==> src/rtl/uart_tx_fifo.sv <==
// 8N1 UART transmitter fed by a small circular FIFO of bytes written by the register wrapper.
// A write is taken only on the rising edge of the write strobe; back-to-back frames have no idle gap.
module uart_tx_fifo #(
  parameter int unsigned CLKS_PER_BIT = 434,
  parameter int unsigned FIFO_AW      = 2
) (
  input  logic               clk,
  input  logic               rst,
  input  logic               uart_wr_i,
  input  logic [7:0]         uart_dat_i,
  output logic               uart_tx,
  output logic               uart_busy,
  output logic               tx_active,
  output logic [FIFO_AW:0]   fifo_count
);

  localparam int unsigned      DEPTH     = 2 ** FIFO_AW;
  localparam logic [FIFO_AW:0] DEPTH_C   = (FIFO_AW + 1)'(DEPTH);
  localparam logic [15:0]      BAUD_LAST = 16'(CLKS_PER_BIT - 1);

  typedef enum logic [1:0] {
    S_IDLE  = 2'd0,
    S_START = 2'd1,
    S_DATA  = 2'd2,
    S_STOP  = 2'd3
  } state_t;

  state_t             state_q, state_d;
  logic [15:0]        baud_q, baud_d;
  logic [2:0]         idx_q, idx_d;
  logic [7:0]         shift_q, shift_d;
  logic [7:0]         mem_q [DEPTH];
  logic [FIFO_AW-1:0] wptr_q, rptr_q;
  logic [FIFO_AW:0]   count_q, count_d;
  logic               wr_prev_q;
  logic               tx_q, tx_d;
  logic               active_q, active_d;
  logic               busy_q;
  logic               baud_end_s, wr_edge_s, pop_s, push_s;

  assign baud_end_s = (baud_q == BAUD_LAST);
  assign wr_edge_s  = uart_wr_i & ~wr_prev_q;
  assign pop_s      = (count_q != {(FIFO_AW + 1){1'b0}}) &&
                      ((state_q == S_IDLE) || ((state_q == S_STOP) && baud_end_s));
  // A pop in the same cycle frees a slot, so a write while full still lands.
  assign push_s     = wr_edge_s && ((count_q != DEPTH_C) || pop_s);
  assign count_d    = count_q + {{FIFO_AW{1'b0}}, push_s} - {{FIFO_AW{1'b0}}, pop_s};

  always_ff @(posedge clk or posedge rst) begin
    if (rst) begin
      state_q <= S_IDLE;
      baud_q  <= 16'd0;
      idx_q   <= 3'd0;
      shift_q <= 8'd0;
    end else begin
      state_q <= state_d;
      baud_q  <= baud_d;
      idx_q   <= idx_d;
      shift_q <= shift_d;
    end
  end

  always_comb begin
    state_d = state_q;
    baud_d  = baud_q;
    idx_d   = idx_q;
    shift_d = shift_q;
    case (state_q)
      S_IDLE: begin
        if (pop_s) begin
          state_d = S_START;
          baud_d  = 16'd0;
          shift_d = mem_q[rptr_q];
        end else begin
          state_d = S_IDLE;
        end
      end
      S_START: begin
        if (baud_end_s) begin
          state_d = S_DATA;
          baud_d  = 16'd0;
          idx_d   = 3'd0;
        end else begin
          baud_d  = baud_q + 16'd1;
        end
      end
      S_DATA: begin
        if (baud_end_s) begin
          baud_d  = 16'd0;
          shift_d = {1'b0, shift_q[7:1]};
          if (idx_q == 3'd7) begin
            state_d = S_STOP;
          end else begin
            idx_d   = idx_q + 3'd1;
          end
        end else begin
          baud_d  = baud_q + 16'd1;
        end
      end
      S_STOP: begin
        if (baud_end_s) begin
          baud_d = 16'd0;
          if (pop_s) begin
            state_d = S_START;
            shift_d = mem_q[rptr_q];
          end else begin
            state_d = S_IDLE;
          end
        end else begin
          baud_d = baud_q + 16'd1;
        end
      end
      default: begin
        state_d = S_IDLE;
        baud_d  = 16'd0;
      end
    endcase
  end

  // Line level is decoded from the next state so the registered pin lines up with the state.
  always_comb begin
    tx_d     = 1'b1;
    active_d = 1'b0;
    case (state_d)
      S_IDLE:  begin tx_d = 1'b1;       active_d = 1'b0; end
      S_START: begin tx_d = 1'b0;       active_d = 1'b1; end
      S_DATA:  begin tx_d = shift_d[0]; active_d = 1'b1; end
      S_STOP:  begin tx_d = 1'b1;       active_d = 1'b1; end
      default: begin tx_d = 1'b1;       active_d = 1'b0; end
    endcase
  end

  always_ff @(posedge clk or posedge rst) begin
    if (rst) begin
      tx_q      <= 1'b1;
      active_q  <= 1'b0;
      busy_q    <= 1'b0;
      wr_prev_q <= 1'b0;
    end else begin
      tx_q      <= tx_d;
      active_q  <= active_d;
      busy_q    <= (count_d == DEPTH_C);
      wr_prev_q <= uart_wr_i;
    end
  end

  always_ff @(posedge clk or posedge rst) begin
    if (rst) begin
      for (int i = 0; i < DEPTH; i++) begin
        mem_q[i] <= 8'd0;
      end
      wptr_q  <= {FIFO_AW{1'b0}};
      rptr_q  <= {FIFO_AW{1'b0}};
      count_q <= {(FIFO_AW + 1){1'b0}};
    end else begin
      if (push_s) begin
        mem_q[wptr_q] <= uart_dat_i;
        wptr_q        <= wptr_q + {{(FIFO_AW - 1){1'b0}}, 1'b1};
      end
      if (pop_s) begin
        rptr_q <= rptr_q + {{(FIFO_AW - 1){1'b0}}, 1'b1};
      end
      count_q <= count_d;
    end
  end

  assign uart_tx    = tx_q;
  assign tx_active  = active_q;
  assign uart_busy  = busy_q;
  assign fifo_count = count_q;

endmodule

==> config.mk <==
export PLATFORM = sky130hd
export DESIGN_NAME = uart_tx_fifo
export DESIGN_NICKNAME = d
export VERILOG_FILES = /design/src/rtl/uart_tx_fifo.sv
export SDC_FILE = /design/constraint.sdc
export NUM_CORES = 1
export LEC_CHECK = 0
export BUFFER_PORTS_ARGS = -buffer_cell sky130_fd_sc_hd__clkbuf_2
export CAP_MARGIN = 20
export CELL_PAD_IN_SITES_DETAIL_PLACEMENT = 1
export CELL_PAD_IN_SITES_GLOBAL_PLACEMENT = 2
export CORE_ASPECT_RATIO = 1.5
export CORE_UTILIZATION = 46
export DETAILED_ROUTE_END_ITERATION = 10
export PLACE_DENSITY = 0.95
export SLEW_MARGIN = 40
export SYNTH_ARGS = -nofsm -noshare
export SYNTH_HDL_FRONTEND = slang
export SYNTH_SLANG_ARGS = --single-unit
==> constraint.sdc <==
create_clock -name clk -period 8.5 [get_ports clk]
set_input_delay 1.275 -clock clk [delete_from_list [all_inputs] [get_ports clk]]
set_output_delay 1.275 -clock clk [all_outputs]
set_load 0.05 [all_outputs]
; ---- Word-level counts from Yosys, hierarchy flattened
; Cells that the tools add are included.
[classes]
bitwise = 4
add_sub_neg = 6
eq_ne = 15
n_shift = 0
n_reduce_logical = 16
n_div = 0
mux = 25
magnitude_cmp = 3
multipliers = 0
[op_table]
columns = operator, count
row1 = 2-to-1 mux 8 bit, 6
row2 = bitwise mux 32 bit, 1
row3 = 2-to-1 mux 16 bit, 2
row4 = case mux 16 bit (2 select lines), 1
row5 = case mux 8 bit (3 select lines), 1
row6 = "adder 16 x 1 -> 16 bit, second input constant", 1
row7 = binary-select mux 8 bit (select 2 bit), 1
row8 = demux 8 bit (select 2 bit), 1
row9 = "== test 16 x 9 -> 1 bit, second input constant", 1
row10 = "!= test 2 bit, second input constant", 5
row11 = 2-to-1 mux 3 bit, 3
row12 = "== test 2 bit, second input constant", 4
row13 = 2-to-1 mux 2 bit, 4
row14 = case mux 2 bit (4 select lines), 1
row15 = "== test 3 bit, second input constant", 2
row16 = "greater-or-equal comparator 3 bit, second input constant", 2
row17 = NOT 2 -> 3 bit, 2
row18 = case mux 3 bit (2 select lines), 1
row19 = nonzero test 3 bit, 2
row20 = OR reduction 3 bit, 2
row21 = "adder 2 x 1 -> 2 bit, second input constant", 2
row22 = "== test 2 x 1 -> 1 bit, second input constant", 2
row23 = logical AND 1 bit, 4
row24 = logical NOT 2 bit, 2
row25 = other kinds (15), 16
[totals]
mem_bits_rw = 0
elab_cells = 85
mem_count = 0
out_inout_bits = 6
inputBits = 11
latchBits = 0
ff_bits = 72
mem_bits_ro = 0

; ---- Logic depth before layout (Yosys ltp)
[depth]
ltp_word = 10
mapped_depth = 15
depth_no_buf = 15

; ---- Worst setup path after synthesis
; No wires, ideal clock.
[synth_path]
kind = register -> register
from = register baud_q[1]
to = register busy_q (netlist: uart_busy)
path_stages_with_launch = 16
period_less_slack_ns = 3.295
required_ns = 8.412
n_path_buf = 0
path_slack_ns = 5.205
t_arrival_ns = 3.207
setup_time_ns = 0.088
cell_sequence = dfrtp_1 > inv_1 > ha_1 > or4b_4 > nor4_4 > and3_1 > o311a_4 > inv_1 > ha_1 > inv_1 > ha_1 > inv_1 > fa_1 > xnor2_1 > xnor2_1 > nor3b_1
[synth_via]
elab_chain_len = 9
[synth_lines]
columns = item, line_no
row1 = "start, declared", 29  ; logic [15:0] baud_q, baud_d;
row2 = "start signal, assigned", 57  ; baud_q <= baud_d;
row3 = == test 16 x 9 -> 1 bit (*), 41  ; assign baud_end_s = (baud_q == BAUD_LAST);
row4 = logical AND 1 bit (*), 44  ; ((state_q == S_IDLE) || ((state_q == S_STOP) && baud_end_s));
row5 = logical OR 1 bit (*), 44
row6 = logical AND 1 bit (*), 43  ; assign pop_s = (count_q != {(FIFO_AW + 1){1'b0}}) &&
row7 = logical OR 1 bit, 46  ; assign push_s = wr_edge_s && ((count_q != DEPTH_C) || pop_s);
row8 = logical AND 1 bit, 46
row9 = adder 3 x 1 -> 3 bit, 47  ; assign count_d = count_q + {{FIFO_AW{1'b0}}, push_s} - {{FIFO_AW{1'b0}}, pop_s};
row10 = subtractor 3 x 1 -> 3 bit (*), 47
row11 = via count_d[2], 34  ; logic [FIFO_AW:0] count_q, count_d;
row12 = == test 3 bit (*), 142  ; busy_q <= (count_d == DEPTH_C);
row13 = "end signal, assigned", 142
row14 = "end, declared", 38  ; logic busy_q;
; The timed path passes the listed nets; every way through them passes the cells marked *.
; A chain may end at the register's enable or synchronous reset.

; ---- Worst setup path in the final report
[layout_path]
from = register baud_q[1]
to = register busy_q (netlist: uart_busy)
[layout_via]
elab_chain_len = 9
[layout_lines]
columns = item, line_no
row1 = == test 16 x 9 -> 1 bit (*), 41
row2 = logical AND 1 bit (*), 44
row3 = logical OR 1 bit (*), 44
row4 = logical AND 1 bit (*), 43
row5 = via pop_s, 39  ; logic baud_end_s, wr_edge_s, pop_s, push_s;
row6 = logical OR 1 bit, 46
row7 = logical AND 1 bit, 46
row8 = adder 3 x 1 -> 3 bit, 47
row9 = subtractor 3 x 1 -> 3 bit (*), 47
row10 = via count_d[2], 34
row11 = == test 3 bit (*), 142
; Marked as above.

==> run_summary.xml <==
<?xml version="1.0" encoding="UTF-8"?>
<metrics>
  <group name="status">
    <metric name="status" unit="">completed</metric>
  </group>
  <group name="logic_synthesis">
    <metric name="ys_dominant_reg_cell" unit="">dfrtp_1</metric>
    <metric name="yosys_warnings" unit="">0</metric>
    <metric name="mappedNetlistNets" unit="">343</metric>
    <metric name="cell_variety_after_synth" unit="">52</metric>
    <metric name="syn_inst" unit="">318</metric>
    <metric name="synth.ff_latch_count" unit="">72</metric>
    <metric name="mappedNetlistArea" unit="um^2">3830</metric>
    <metric name="synth_edf_count" unit="">0</metric>
    <metric name="syn_avg_cell_area" unit="um^2">12.0</metric>
    <metric name="synth_sequential_area_ratio" unit="%">47.1</metric>
    <metric name="asyncSetResetFlopFracSynth" unit="%">100</metric>
  </group>
  <group name="run">
    <metric name="drv.max_cap_violation_count" unit="">0</metric>
  </group>
  <group name="finish">
    <metric name="num-fill-cells" unit="">862</metric>
    <metric name="multi_input_comb_area" unit="um^2">1850</metric>
    <metric name="design.final.nets" unit="">358</metric>
    <metric name="syn_to_final_growth" unit="%">12.2</metric>
    <metric name="post_route_cells_drive_above_1_share" unit="%">25.7</metric>
    <metric name="antenna_cells_inserted" unit="">0</metric>
    <metric name="ff_latch_area" unit="um^2">1800</metric>
    <metric name="design_area" unit="um^2">4300</metric>
  </group>
  <group name="die">
    <metric name="die_area" unit="um^2">8700</metric>
    <metric name="placement_rows" unit="">40</metric>
    <metric name="floorplan.initialDensity" unit="%">47.5</metric>
    <metric name="die_w" unit="um">76.5</metric>
    <metric name="io-pin-count" unit="">17</metric>
    <metric name="floorplan.die.height" unit="um">114</metric>
    <metric name="core_area" unit="um^2">8060</metric>
  </group>
  <group name="worst_setup_path">
    <metric name="reg2reg_depth" unit="">15</metric>
    <metric name="crit_cells" unit="">15</metric>
    <metric name="worst_path_maximum_fanout" unit="">8</metric>
    <metric name="timing.critical_path.buf_inv" unit="">4</metric>
    <metric name="timing.reg2reg.setup_slack" unit="ns">4.81</metric>
    <metric name="critPathMaxStageDelay" unit="ns">0.48</metric>
    <metric name="end_kind" unit="">flip-flop</metric>
    <metric name="worst_ep_required_time" unit="ns">8.75</metric>
    <metric name="worst-endpoint-arrival" unit="ns">3.94</metric>
    <metric name="worst_flop_to_flop_path_startpoint" unit="">baud_q[1]</metric>
    <metric name="crit_top_cell" unit="">inv_1</metric>
    <metric name="timing.critical_path.from_type" unit="">flip-flop</metric>
    <metric name="cp_top_family" unit="">simple AND/OR/NAND/NOR gates</metric>
    <metric name="crit_path_cell_trace" unit="">inv_1 &gt; ha_1 &gt; or4b_4 &gt; nor4_4 &gt; and3_1 &gt; o21ai_1 &gt; inv_1 &gt; ha_1 &gt; inv_1 &gt; ha_1 &gt; inv_1 &gt; fa_1 &gt; xnor2_1 &gt; xnor2_1 &gt; nor3b_1</metric>
    <metric name="r2r-end" unit="">uart_busy</metric>
    <metric name="critical-path-slowest-cell" unit="">or4b_4</metric>
    <metric name="worst-setup-path-type" unit="">flip-flop to flip-flop</metric>
  </group>
  <group name="detailed_routing">
    <metric name="drt_first_iter_violations" unit="">125</metric>
    <metric name="wl_per_cell" unit="um">20.0</metric>
    <metric name="drc" unit="">0</metric>
    <metric name="drtPass1Iterations" unit="">4</metric>
    <metric name="vias" unit="">2536</metric>
    <metric name="drt-vias-per-instance" unit="">5.72</metric>
    <metric name="antenna_left" unit="">0</metric>
    <metric name="finalWirelength" unit="um">8860</metric>
  </group>
  <group name="timing">
    <metric name="hold_viol_final" unit="">0</metric>
    <metric name="max_slew.worst_pin.slew" unit="ns">0.692</metric>
    <metric name="relSlewSlack" unit="%">53.9</metric>
    <metric name="tns" unit="ns">0</metric>
    <metric name="rsz0062_at_grt" unit="">false</metric>
    <metric name="timing.final.crit_period" unit="ns">3.69</metric>
    <metric name="finalCritPeriodShare" unit="%">43.4</metric>
    <metric name="clock.fmax" unit="MHz">271</metric>
    <metric name="skew" unit="ns">0.00494</metric>
    <metric name="setup-violations-final" unit="">0</metric>
    <metric name="finalMaxSlewViolations" unit="">0</metric>
  </group>
  <group name="min_path">
    <metric name="min_from" unit="">mem_q[8]</metric>
    <metric name="hold_path_end" unit="">mem_q[8]</metric>
    <metric name="whs_path_depth" unit="">1</metric>
    <metric name="holdCritPathClass" unit="">flip-flop to flip-flop</metric>
  </group>
  <group name="global_route">
    <metric name="globalRoute.totalOverflow" unit="">0</metric>
    <metric name="grt_use_total" unit="%">22.9</metric>
    <metric name="grt_pass1_vias" unit="">2800</metric>
    <metric name="grt_start_max_net_pins" unit="">73</metric>
    <metric name="grt_pass1_wl" unit="um">15000</metric>
    <metric name="antenna_found_initial" unit="">0</metric>
  </group>
  <group name="pwr">
    <metric name="irDropWorstVdd" unit="V">0.000200</metric>
    <metric name="total_power" unit="mW">1.41</metric>
    <metric name="leakagePower" unit="nW">1.90</metric>
    <metric name="power_density" unit="nW/um^2">328</metric>
  </group>
  <group name="cts">
    <metric name="cts.repair_timing.setup_buffer_count" unit="">0</metric>
    <metric name="cts_hold_buf" unit="">0</metric>
    <metric name="cts.path.max_buffers" unit="">2</metric>
    <metric name="clkLatencyLatePin" unit="ns">0.34</metric>
    <metric name="cts_repair_resize_count" unit="">0</metric>
    <metric name="root_buffer" unit="">clkbuf_16</metric>
    <metric name="cts.htree.levels" unit="">3</metric>
    <metric name="cts_tree" unit="">done</metric>
    <metric name="clock_sinks" unit="">72</metric>
    <metric name="cts_made_buffers" unit="">9</metric>
    <metric name="clkTransAtPathRegs" unit="ns">0.06</metric>
  </group>
  <group name="placement">
    <metric name="estimated_wirelength_of_the_detail_placed_design" unit="um">5580</metric>
    <metric name="gp_routability_congestion" unit="">0.746</metric>
    <metric name="post_dp_cell_area" unit="um^2">3950</metric>
    <metric name="io_buffers" unit="">16</metric>
  </group>
</metrics>
-- layout by cell type (no fill, tap or decap), drive strengths merged, types with 8 or more instances in the layout --
| cell | count |
|---|---|
| dfrtp | 71 |
| nand2 | 22 |
| clkbuf | 28 |
| ha | 13 |
| o21ai | 30 |
| nor3 | 9 |
| inv | 18 |
| mux2 | 33 |
| nor2 | 17 |
| mux4 | 8 |
-- through the flow --
stage	hold WS [ns]	std cells	setup slack (ns)	utilization, %
detailed placement	0.489	427	4.84	49.0
floorplan	0.459	318	5.20	-
global placement	0.490	427	4.99	48.9
CTS	0.512	443	4.79	53.3
global route	0.529	443	4.50	53.3
finish	0.510	443	4.81	53.3
-- layer usage --
metal | track usage [%] | wire length, um | up-vias | part of all wire (%)
li1 | - | - | 1171 | -
met1 | 26.2 | 3570 | 1313 | 40
met2 | 41.2 | 4870 | 33 | 55
met3 | 3.52 | 149 | 19 | 1.7
met4 | 12.2 | 279 | 0 | 3.1
met5 | 0 | 0 | - | 0
-- cell families after synthesis --
logic type | share of synthesized area, %
adder cells (fa/ha/maj) | 4.77
flip-flops | 47.1
multiplexers | 18.1
AO/OA/AOI/OAI | 10.1
buffers and inverters | 4.97
AND/OR/NAND/NOR | 12.7
XOR/XNOR | 2.29
-- final cells by class --
| class | count | area share [%] |
|---|---|---|
| Clock buffer | 12 | 6.20 |
| Timing Repair Buffer | 18 | 2.30 |
| Inverter | 19 | 1.66 |
| Multi-Input combinational cell | 213 | 43.1 |
| Tap cell | 105 | 3.06 |
| Clock inverter | 4 | 1.75 |
| Sequential cell | 72 | 42.0 |
-- sequential cells by signal, summed over array words and instances, names as in the netlist --
name	count
tx_active	1
fifo_count	3
uart_busy	1
uart_tx	1
wptr_q	2
wr_prev_q	1
mem_q	32
rptr_q	2
idx_q	3
state_q	2
shift_q	8
baud_q	16
-- where the power goes --
group          switching [mW]  internal (mW)
clock network           0.147          0.281
logic                   0.173          0.241
registers               0.111          0.457
-- worst max path at each step --
stage	start	to	slack, ns
finish	baud_q[1]	uart_busy	4.81
global route	baud_q[1]	uart_busy	4.50
CTS	baud_q[1]	uart_busy	4.79
detailed placement	baud_q[1]	uart_busy	4.84
global placement	baud_q[1]	uart_busy	4.99
floorplan	baud_q[1]	uart_busy	5.20
-- Yosys cell counts (2+ instances only) --
cell	count	area, um^2
o21ai_1	2	10.0
clkbuf_1	8	30.0
a221o_1	6	60.1
and3_1	5	31.3
nand3_1	7	35.0
dfrtp_1	71	1780
mux2i_1	2	20.0
mux2_4	32	480
ha_1	13	163
nand2b_1	5	31.3
xor2_1	3	26.3
and2_4	4	35.0
nor2b_1	7	43.8
xnor2_1	7	61.3
nand2_1	22	82.6
o21ai_0	28	140
nand4_1	2	12.5
mux4_2	8	180
a21oi_1	2	10.0
or3_1	2	12.5
nor3b_1	2	15.0
inv_1	18	67.6
a22oi_1	2	15.0
o2bb2ai_1	2	17.5
nor2_1	17	63.8
nor3_1	9	45.0
o31ai_1	4	30.0
buf_12	4	80.1
Power figures use the tool's default switching activity.
